--- config.mk ---
export PLATFORM = sky130hd
export DESIGN_NAME = router_pkt_fifo
export DESIGN_NICKNAME = d
export VERILOG_FILES = /design/src/rtl/router_pkt_fifo.sv
export SDC_FILE = /design/constraint.sdc
export NUM_CORES = 1
export LEC_CHECK = 0
export CORE_ASPECT_RATIO = 1.2
export CORE_MARGIN = 8
export CORE_UTILIZATION = 25
export DETAILED_ROUTE_END_ITERATION = 8
export PLACE_DENSITY = 0.47
export SLEW_MARGIN = 15
export SYNTH_ARGS = -nofsm -noshare
export SYNTH_HDL_FRONTEND = slang
export SYNTH_SLANG_ARGS = --single-unit
--- constraint.sdc ---
create_clock -name clock -period 2.4 [get_ports clock]
set_input_delay 0.48 -clock clock [delete_from_list [all_inputs] [get_ports clock]]
set_output_delay 0.48 -clock clock [all_outputs]
set_load 0.02 [all_outputs]
--- src/rtl/router_pkt_fifo.sv ---
// Packet-aware synchronous FIFO for one router output channel. Each entry carries
// a start-of-packet tag; optional sticky error flags are enabled by ROUTER_FIFO_ERR_FLAGS_EN.
module router_pkt_fifo #(
    parameter int DATA_WIDTH  = 8,
    parameter int DEPTH       = 16,
    parameter int LEN_MSB     = 7,
    parameter int LEN_LSB     = 2,
    parameter int AFULL_LEVEL = 14
) (
    input  logic                          clock,
    input  logic                          resetn,
    input  logic                          soft_reset,
    input  logic                          write_enb,
    input  logic                          sof_in,
    input  logic [DATA_WIDTH-1:0]         data_in,
    input  logic                          read_enb,
    output logic [DATA_WIDTH-1:0]         data_out,
    output logic                          data_valid,
    output logic                          rd_last,
    output logic                          empty,
    output logic                          full,
    output logic                          almost_full,
    output logic [$clog2(DEPTH):0]        count
`ifdef ROUTER_FIFO_ERR_FLAGS_EN
    ,
    output logic                          overflow,
    output logic                          underflow,
    output logic                          len_err
`endif
);

    localparam int AW   = $clog2(DEPTH);
    localparam int LENW = LEN_MSB - LEN_LSB + 1;
    localparam int RW   = LENW + 2;
    localparam logic [AW:0] AFULL_CNT = (AW+1)'(AFULL_LEVEL);

    logic [DATA_WIDTH:0] mem [DEPTH];
    logic [AW:0]         wr_ptr;
    logic [AW:0]         rd_ptr;
    logic [RW-1:0]       remaining;
    logic [DATA_WIDTH:0] rd_entry;
    logic                clear;
    logic                do_write;
    logic                do_read;
    logic                rd_sof;

    always_comb begin
        count       = wr_ptr - rd_ptr;
        empty       = (wr_ptr == rd_ptr);
        full        = (wr_ptr[AW] != rd_ptr[AW]) && (wr_ptr[AW-1:0] == rd_ptr[AW-1:0]);
        almost_full = (count >= AFULL_CNT);
    end

    assign clear    = !resetn || soft_reset;
    assign do_write = !clear && write_enb && !full;
    assign do_read  = !clear && read_enb && !empty;
    assign rd_entry = mem[rd_ptr[AW-1:0]];
    assign rd_sof   = rd_entry[DATA_WIDTH];

    // No reset on the array so it maps onto RAM; empty gating hides stale words.
    always_ff @(posedge clock) begin
        if (do_write) begin
            mem[wr_ptr[AW-1:0]] <= {sof_in, data_in};
        end
    end

    always_ff @(posedge clock) begin
        if (clear) begin
            wr_ptr     <= '0;
            rd_ptr     <= '0;
            remaining  <= '0;
            data_out   <= '0;
            data_valid <= 1'b0;
            rd_last    <= 1'b0;
        end else begin
            if (do_write) begin
                wr_ptr <= wr_ptr + 1'b1;
            end
            if (do_read) begin
                rd_ptr     <= rd_ptr + 1'b1;
                data_out   <= rd_entry[DATA_WIDTH-1:0];
                data_valid <= 1'b1;
                if (rd_sof) begin
                    // Header length counts payload bytes; +1 covers the trailing parity byte.
                    remaining <= {2'b00, rd_entry[LEN_MSB:LEN_LSB]} + RW'(1);
                    rd_last   <= 1'b0;
                end else begin
                    rd_last <= (remaining == RW'(1));
                    if (remaining != '0) begin
                        remaining <= remaining - RW'(1);
                    end
                end
            end else begin
                data_valid <= 1'b0;
                rd_last    <= 1'b0;
            end
        end
    end

`ifdef ROUTER_FIFO_ERR_FLAGS_EN
    always_ff @(posedge clock) begin
        if (clear) begin
            overflow  <= 1'b0;
            underflow <= 1'b0;
            len_err   <= 1'b0;
        end else begin
            if (write_enb && full) begin
                overflow <= 1'b1;
            end
            if (read_enb && empty) begin
                underflow <= 1'b1;
            end
            // A new header while bytes are still owed means the previous packet was cut short.
            if (do_read && rd_sof && (remaining != '0)) begin
                len_err <= 1'b1;
            end
        end
    end
`endif

endmodule

==> results.sh, run 1 <==
export IMPL_path_class="register to output pin"
export IMPL_rsz0062_at_grt="true"
export IMPL_routabilityCongestion=0.838
export IMPL_synth_edf_count=144
export IMPL_rows=68
export IMPL_drc=0
export IMPL_whs_path_depth=2
export IMPL_power_mw=6.36
export IMPL_fin_ws_ps=-161
export IMPL_worst_pin_slew_ps=639
export IMPL_initial_core_util_pct=25.3
export IMPL_final_util_pct=32.7
export IMPL_dr_total_vias=4080
export IMPL_postSynth_asyncResetShare_pct=0
export IMPL_clk_transition_reported_paths_ps=70
export IMPL_dp_cells=890
export IMPL_ys_flop_type="edfxtp_1"
export IMPL_crit_chain="inv_2 > ha_4 > inv_2 > fa_2 > a21o_1 > a21oi_2 > xnor2_1 > a31o_2 > buf_6"
export IMPL_final_common_cell="edfxtp_1"
export IMPL_instances_no_fill=933
export IMPL_seqCellArea_um2=4970
export IMPL_crit_slowest_cell="fa_2"
export IMPL_portBuffers=31
export IMPL_fillers=2823
export IMPL_min_period_ps=2560
export IMPL_wl_um=16900
export IMPL_irDropWorstVdd_v=0.000315
export IMPL_area_growth_pct=29.7
export IMPL_grt_pass1_vias=4362
export IMPL_avgRoutedWirePerCell_um=18.2
export IMPL_boundaryPins=32
export IMPL_drive_above_1_share_pct=36.3
export IMPL_hold_path_startpoint="data_out[7]"
export IMPL_dpl_cell_area_um2=8510
export IMPL_drv_slew=0
export IMPL_relSlewSlack_pct=57.3
export IMPL_cts_tree="built"
export IMPL_yosysUniqueCellTypes=50
export IMPL_period_share_pct=107
export IMPL_rr_startpoint="rd_ptr[2]"
export IMPL_clockRootBuffer="clkbuf_16"
export IMPL_crit_arrival_ps=2080
export IMPL_holdBufCountCts=0
export IMPL_antenna_found_initial=0
export IMPL_grt_start_max_net_pins=22
export IMPL_ys_seq_elements=176
export IMPL_syn_area_um2=7240
export IMPL_core_um2=28700
export IMPL_dr_first_iter_drc_count=266
export IMPL_postSynthAreaPerCell_um2=17.1
export IMPL_stdcell_area_um2=9390
export IMPL_r2r_end="remaining[7]"
export IMPL_crit_fanout=2
export IMPL_p_leak_nw=3.15
export IMPL_finalSetupViolCount=4
export IMPL_synthCells=424
export IMPL_synth_fp_nets=452
export IMPL_yosysWarnings=0
export IMPL_viasPerCell=4.37
export IMPL_cts_buffer_depth=2
export IMPL_powerDensity_nw_per_um2=678
export IMPL_nets=563
export IMPL_status="complete, but fails checks"
export IMPL_hpwl_um=11800
export IMPL_whs_endpoint="data_out[7]"
export IMPL_required_ps=1920
export IMPL_fmax_mhz=390
export IMPL_critPathMaxStageDelay_ps=340
export IMPL_ys_seq_area_share_pct=68.6
export IMPL_clk_latency_ps=430
export IMPL_cts_buffers=17
export IMPL_hold_path_class="register to register"
export IMPL_final_hold_viol_count=0
export IMPL_violations="negative setup slack"
export IMPL_cts_sinks=176
export IMPL_max_cap_violations=0
export IMPL_crit_path_frequent_cell="inv_2"
export IMPL_r2r_setup_slack_ps=-60
export IMPL_grt_ovfl_total=0
export IMPL_grt_pass1_wl_um=26100
export IMPL_dieArea_um2=34700
export IMPL_preCtsSetupSlack_ps=-338
export IMPL_n_antenna_cell=0
export IMPL_skew_ps=11.4
export IMPL_r2r_cells=11
export IMPL_grt_usage_pct=10.1
export IMPL_drtAntennaViolNets=0
export IMPL_multi_input_area_um2=2300
export IMPL_die_w_um=171
export IMPL_layout_common_cells="edfxtp_1, buf_4, mux4_2"
export IMPL_first_pass_iters=4
export IMPL_htreeDepth=4
export IMPL_start_kind="register"
export IMPL_die_h_um=202
export IMPL_endpoint_kind="output pin"
-- state kept, by name, indices dropped and copies added (netlist names), named ones only --
signal,cells
data_valid,1
data_out,8
mem,144
rd_ptr,5
remaining,8
wr_ptr,5
rd_last,1
-- final cells by class --
class,count,share of cell area [%]
repair buffers,110,10.7
clock buffers,17,4.53
well taps,385,5.13
inverters,11,0.440
flip-flops and latches,176,52.9
clock inverters,15,1.81
multi-input cells,219,24.5
-- per-layer routing --
metal  vias up  global-route usage (%)  wire, um
met2        97                    17.3      8490
met3        26                    2.56       760
met1      2078                    12.1      7300
met5         -                       0         0
met4         0                    3.48       396
li1       1879                       -         -
-- Yosys cell counts, types with 4 or more instances --
cell type  number  area, um2
xnor2_1         9       78.8
a21oi_1        10       50.1
xor2_1          9       78.8
clkbuf_1        5       18.8
nor2_1         34        128
inv_1          11       41.3
ha_1           13        163
mux2i_1         5       50.1
edfxtp_1      144       4320
nor3_1          8       40.0
nand3_1        17       85.1
dfxtp_1        32        641
mux4_2         26        586
nand2_1        26       97.6
mux4_1         15        394
a22oi_1         4       30.0
buf_6           5       56.3
-- where the power goes --
| part | leakage, nW | total, mW | internal [mW] | switching, mW |
|---|---|---|---|---|
| Combinational | 1.31 | 0.275 | 0.125 | 0.150 |
| Clock | 0.287 | 2.78 | 1.49 | 1.29 |
| Sequential | 1.56 | 3.31 | 3.31 | 0.00620 |
| Total | 3.15 | 6.36 | 4.92 | 1.44 |
-- critical path, delay by kind of cell (launching register included) --
kind / cells / cell delay (ps)
AO/OA/AOI/OAI: 3 / 540
XOR/XNOR: 1 / 90
adder cells (fa/ha/maj): 2 / 470
buffers and inverters: 3 / 240
flip-flops: 1 / 330
-- timing repair --
item,in CTS,in global routing
setup buffers,5,5
gates cloned,1,0
endpoints found under the hold margin,0,0
endpoints found under the setup margin,126,159
pin swaps,5,4
gates resized for setup,54,42
-- per-stage QoR --
step | TNS (ps) | hold WS (ps)
global placement | -8240 | 455
floorplan | 0 | 450
CTS | -1030 | 461
finish | -307 | 457
global route | -905 | 473
detailed placement | -13330 | 449
-- kinds of logic after synthesis --
| family | synth area share [%] |
|---|---|
| buffers and inverters | 2.33 |
| xor gates and xnor gates | 2.18 |
| DFF | 68.6 |
| AOI/OAI and AO/OA | 3.35 |
| adders and majority gates | 2.52 |
| muxes | 14.2 |
| and+or+nand+nor | 6.83 |
-- worst max-delay path by stage --
stage,start,slack [ps],cells after the start,to
final,wr_ptr[0],-160,9,almost_full
after global routing,wr_ptr[0],-250,9,almost_full
after CTS,wr_ptr[0],-190,9,almost_full
after detailed placement,wr_ptr[0],-340,9,almost_full
after global placement,wr_ptr[0],-240,9,almost_full
after floorplan,register,30,7,remaining[6]
(Power assumes the default switching activity.)
==> inputs of run 2 (changes only) <==
--- a/config.mk
+++ b/config.mk
@@ -12,2 +12,3 @@
 export PLACE_DENSITY = 0.47
+export RECOVER_POWER = 25
 export SLEW_MARGIN = 15
==> constraint.sdc (replaced) <==
create_clock -name clock -period 2.4 [get_ports clock]
set_input_delay 0.24 -clock clock [delete_from_list [all_inputs] [get_ports clock]]
set_output_delay 0.24 -clock clock [all_outputs]
set_load 0.02 [all_outputs]
==> results.sh, run 2 (synthesized netlist as in run 1, its figures left out) <==
export IMPL_rsz0062_at_grt="true"
export IMPL_htreeDepth=4
export IMPL_use_met3_pct=2.79
export IMPL_die_h_um=202
export IMPL_fin_ws_ps=-7.28
export IMPL_p_leak_nw=3.15
export IMPL_required_ps=2710
export IMPL_period_share_pct=100
export IMPL_grt_pass1_wl_um=26400
export IMPL_grt_start_max_net_pins=24
export IMPL_first_pass_iters=5
export IMPL_final_hold_viol_count=0
export IMPL_clk_latency_ps=430
export IMPL_final_common_cell="edfxtp_1"
export IMPL_die_w_um=171
export IMPL_viasPerCell=4.33
export IMPL_cts_buffer_depth=2
export IMPL_core_um2=28700
export IMPL_multi_input_area_um2=2380
export IMPL_fmax_mhz=415
export IMPL_start_kind="register"
export IMPL_min_period_ps=2410
export IMPL_crit_slowest_cell="mux4_1"
export IMPL_drv_slew=0
export IMPL_antenna_found_initial=0
export IMPL_status="complete, but fails checks"
export IMPL_dr_total_vias=4044
export IMPL_violations="negative setup slack"
export IMPL_initial_core_util_pct=25.3
export IMPL_drc=0
export IMPL_cts_tree="built"
export IMPL_grt_met2_usage_pct=17.5
export IMPL_dieArea_um2=34700
export IMPL_worst_pin_slew_ps=684
export IMPL_grt_pass1_vias=4351
export IMPL_endpoint_kind="register"
export IMPL_relSlewSlack_pct=54.3
export IMPL_clk_transition_reported_paths_ps=70
export IMPL_max_cap_violations=0
export IMPL_drtAntennaViolNets=0
export IMPL_grt_ovfl_total=0
export IMPL_hpwl_um=12100
export IMPL_hold_path_class="register to register"
export IMPL_routabilityCongestion=0.831
export IMPL_crit_fanout=8
export IMPL_final_util_pct=32.8
export IMPL_area_growth_pct=29.9
export IMPL_irDropWorstVdd_v=0.000485
export IMPL_powerDensity_nw_per_um2=657
export IMPL_n_antenna_cell=0
export IMPL_largest_reg_flops=144
export IMPL_rows=68
export IMPL_tns_ps=-7.28
export IMPL_avgRoutedWirePerCell_um=18.4
export IMPL_crit_arrival_ps=2720
export IMPL_skew_ps=12.3
export IMPL_grt_busiest_layer="met2"
export IMPL_finalSetupViolCount=1
export IMPL_path_class="register to register"
export IMPL_crit_chain="buf_12 > mux4_1 > a22oi_1 > nand3_2 > nand3_4 > xor2_4 > a211oi_1 > a221o_1"
export IMPL_fillers=2775
export IMPL_boundaryPins=32
export IMPL_holdBufCountCts=0
export IMPL_drive_above_1_share_pct=34.1
export IMPL_layout_common_cells="edfxtp_1, buf_4, mux4_2"
export IMPL_nets=563
export IMPL_instances_no_fill=933
export IMPL_grtUsageMet1_pct=12.6
export IMPL_critPathMaxStageDelay_ps=580
export IMPL_portBuffers=31
export IMPL_cts_sinks=176
export IMPL_clockRootBuffer="clkbuf_16"
export IMPL_dp_cells=888
export IMPL_cts_buffers=17
export IMPL_seqCellArea_um2=4970
export IMPL_dr_first_iter_drc_count=360
export IMPL_wl_um=17200
export IMPL_grt_usage_pct=10.4
[run 2: cell types whose count changed in the layout (fill, tap and decap cells not counted), moves of 4 or more]
cell and change:
clkdlybuf4s50_1 -6, clkinv_1 +4, dlygate4sd2_1 +4, dlygate4sd3_1 +6, inv_8 -5, nand3_4 +5
[run 2: cell type report]
type | instances | area share (%)
well taps | 385 | 5.12
repair buffers | 110 | 10.4
clock buffers | 18 | 4.56
flip-flops and latches | 176 | 52.9
multi-input cells | 219 | 25.3
clock inverters | 14 | 1.22
inverters | 11 | 0.466
[run 2: repair_timing]
action	in CTS	in global routing
gates cloned	1	0
pin swaps	13	16
setup buffers	9	4
setup endpoints to repair	67	49
resized for setup	53	32
[run 2: metrics by stage]
stage | hold slack (ps) | area [um2] | worst slack [ps] | power (mW)
after global placement | 447 | 8460 | -294 | 3.63
after global routing | 473 | 9400 | -107 | 6.40
after floorplan | 339 | 7260 | 34.9 | 3.50
final | 457 | 9400 | -7.28 | 6.17
after CTS | 462 | 9270 | -22.8 | 6.24
after detailed placement | 452 | 8460 | -306 | 3.63
[run 2: worst paths after layout]
check	start	slack, ps	to	cells after the start
setup / recovery	register	-7	remaining[3]	8
hold reg to reg	data_out[7]	460	data_out[7]	2
hold / removal	data_out[7]	460	data_out[7]	2
setup reg to reg	register	-7	remaining[3]	8
[run 2: critical path: cells and delay by family (launching register included)]
family / cells / cell delay (ps)
and+or+nand+nor: 2 / 370
DFF: 1 / 450
buffers and inverters: 1 / 170
xor gates and xnor gates: 1 / 180
muxes: 1 / 580
AOI/OAI and AO/OA: 3 / 540
[run 2: power by group]
part	switching, mW	internal [mW]
Combinational	0.156	0.127
Clock	1.15	1.42
Sequential	0.00710	3.31
[run 2: routing by layer]
layer	wire length, um	share of wire, %	vias to the layer above
met4	268	1.6	0
met2	8770	51	86
met5	0	0	-
met1	7410	43	2064
li1	-	-	1879
met3	754	4.4	15
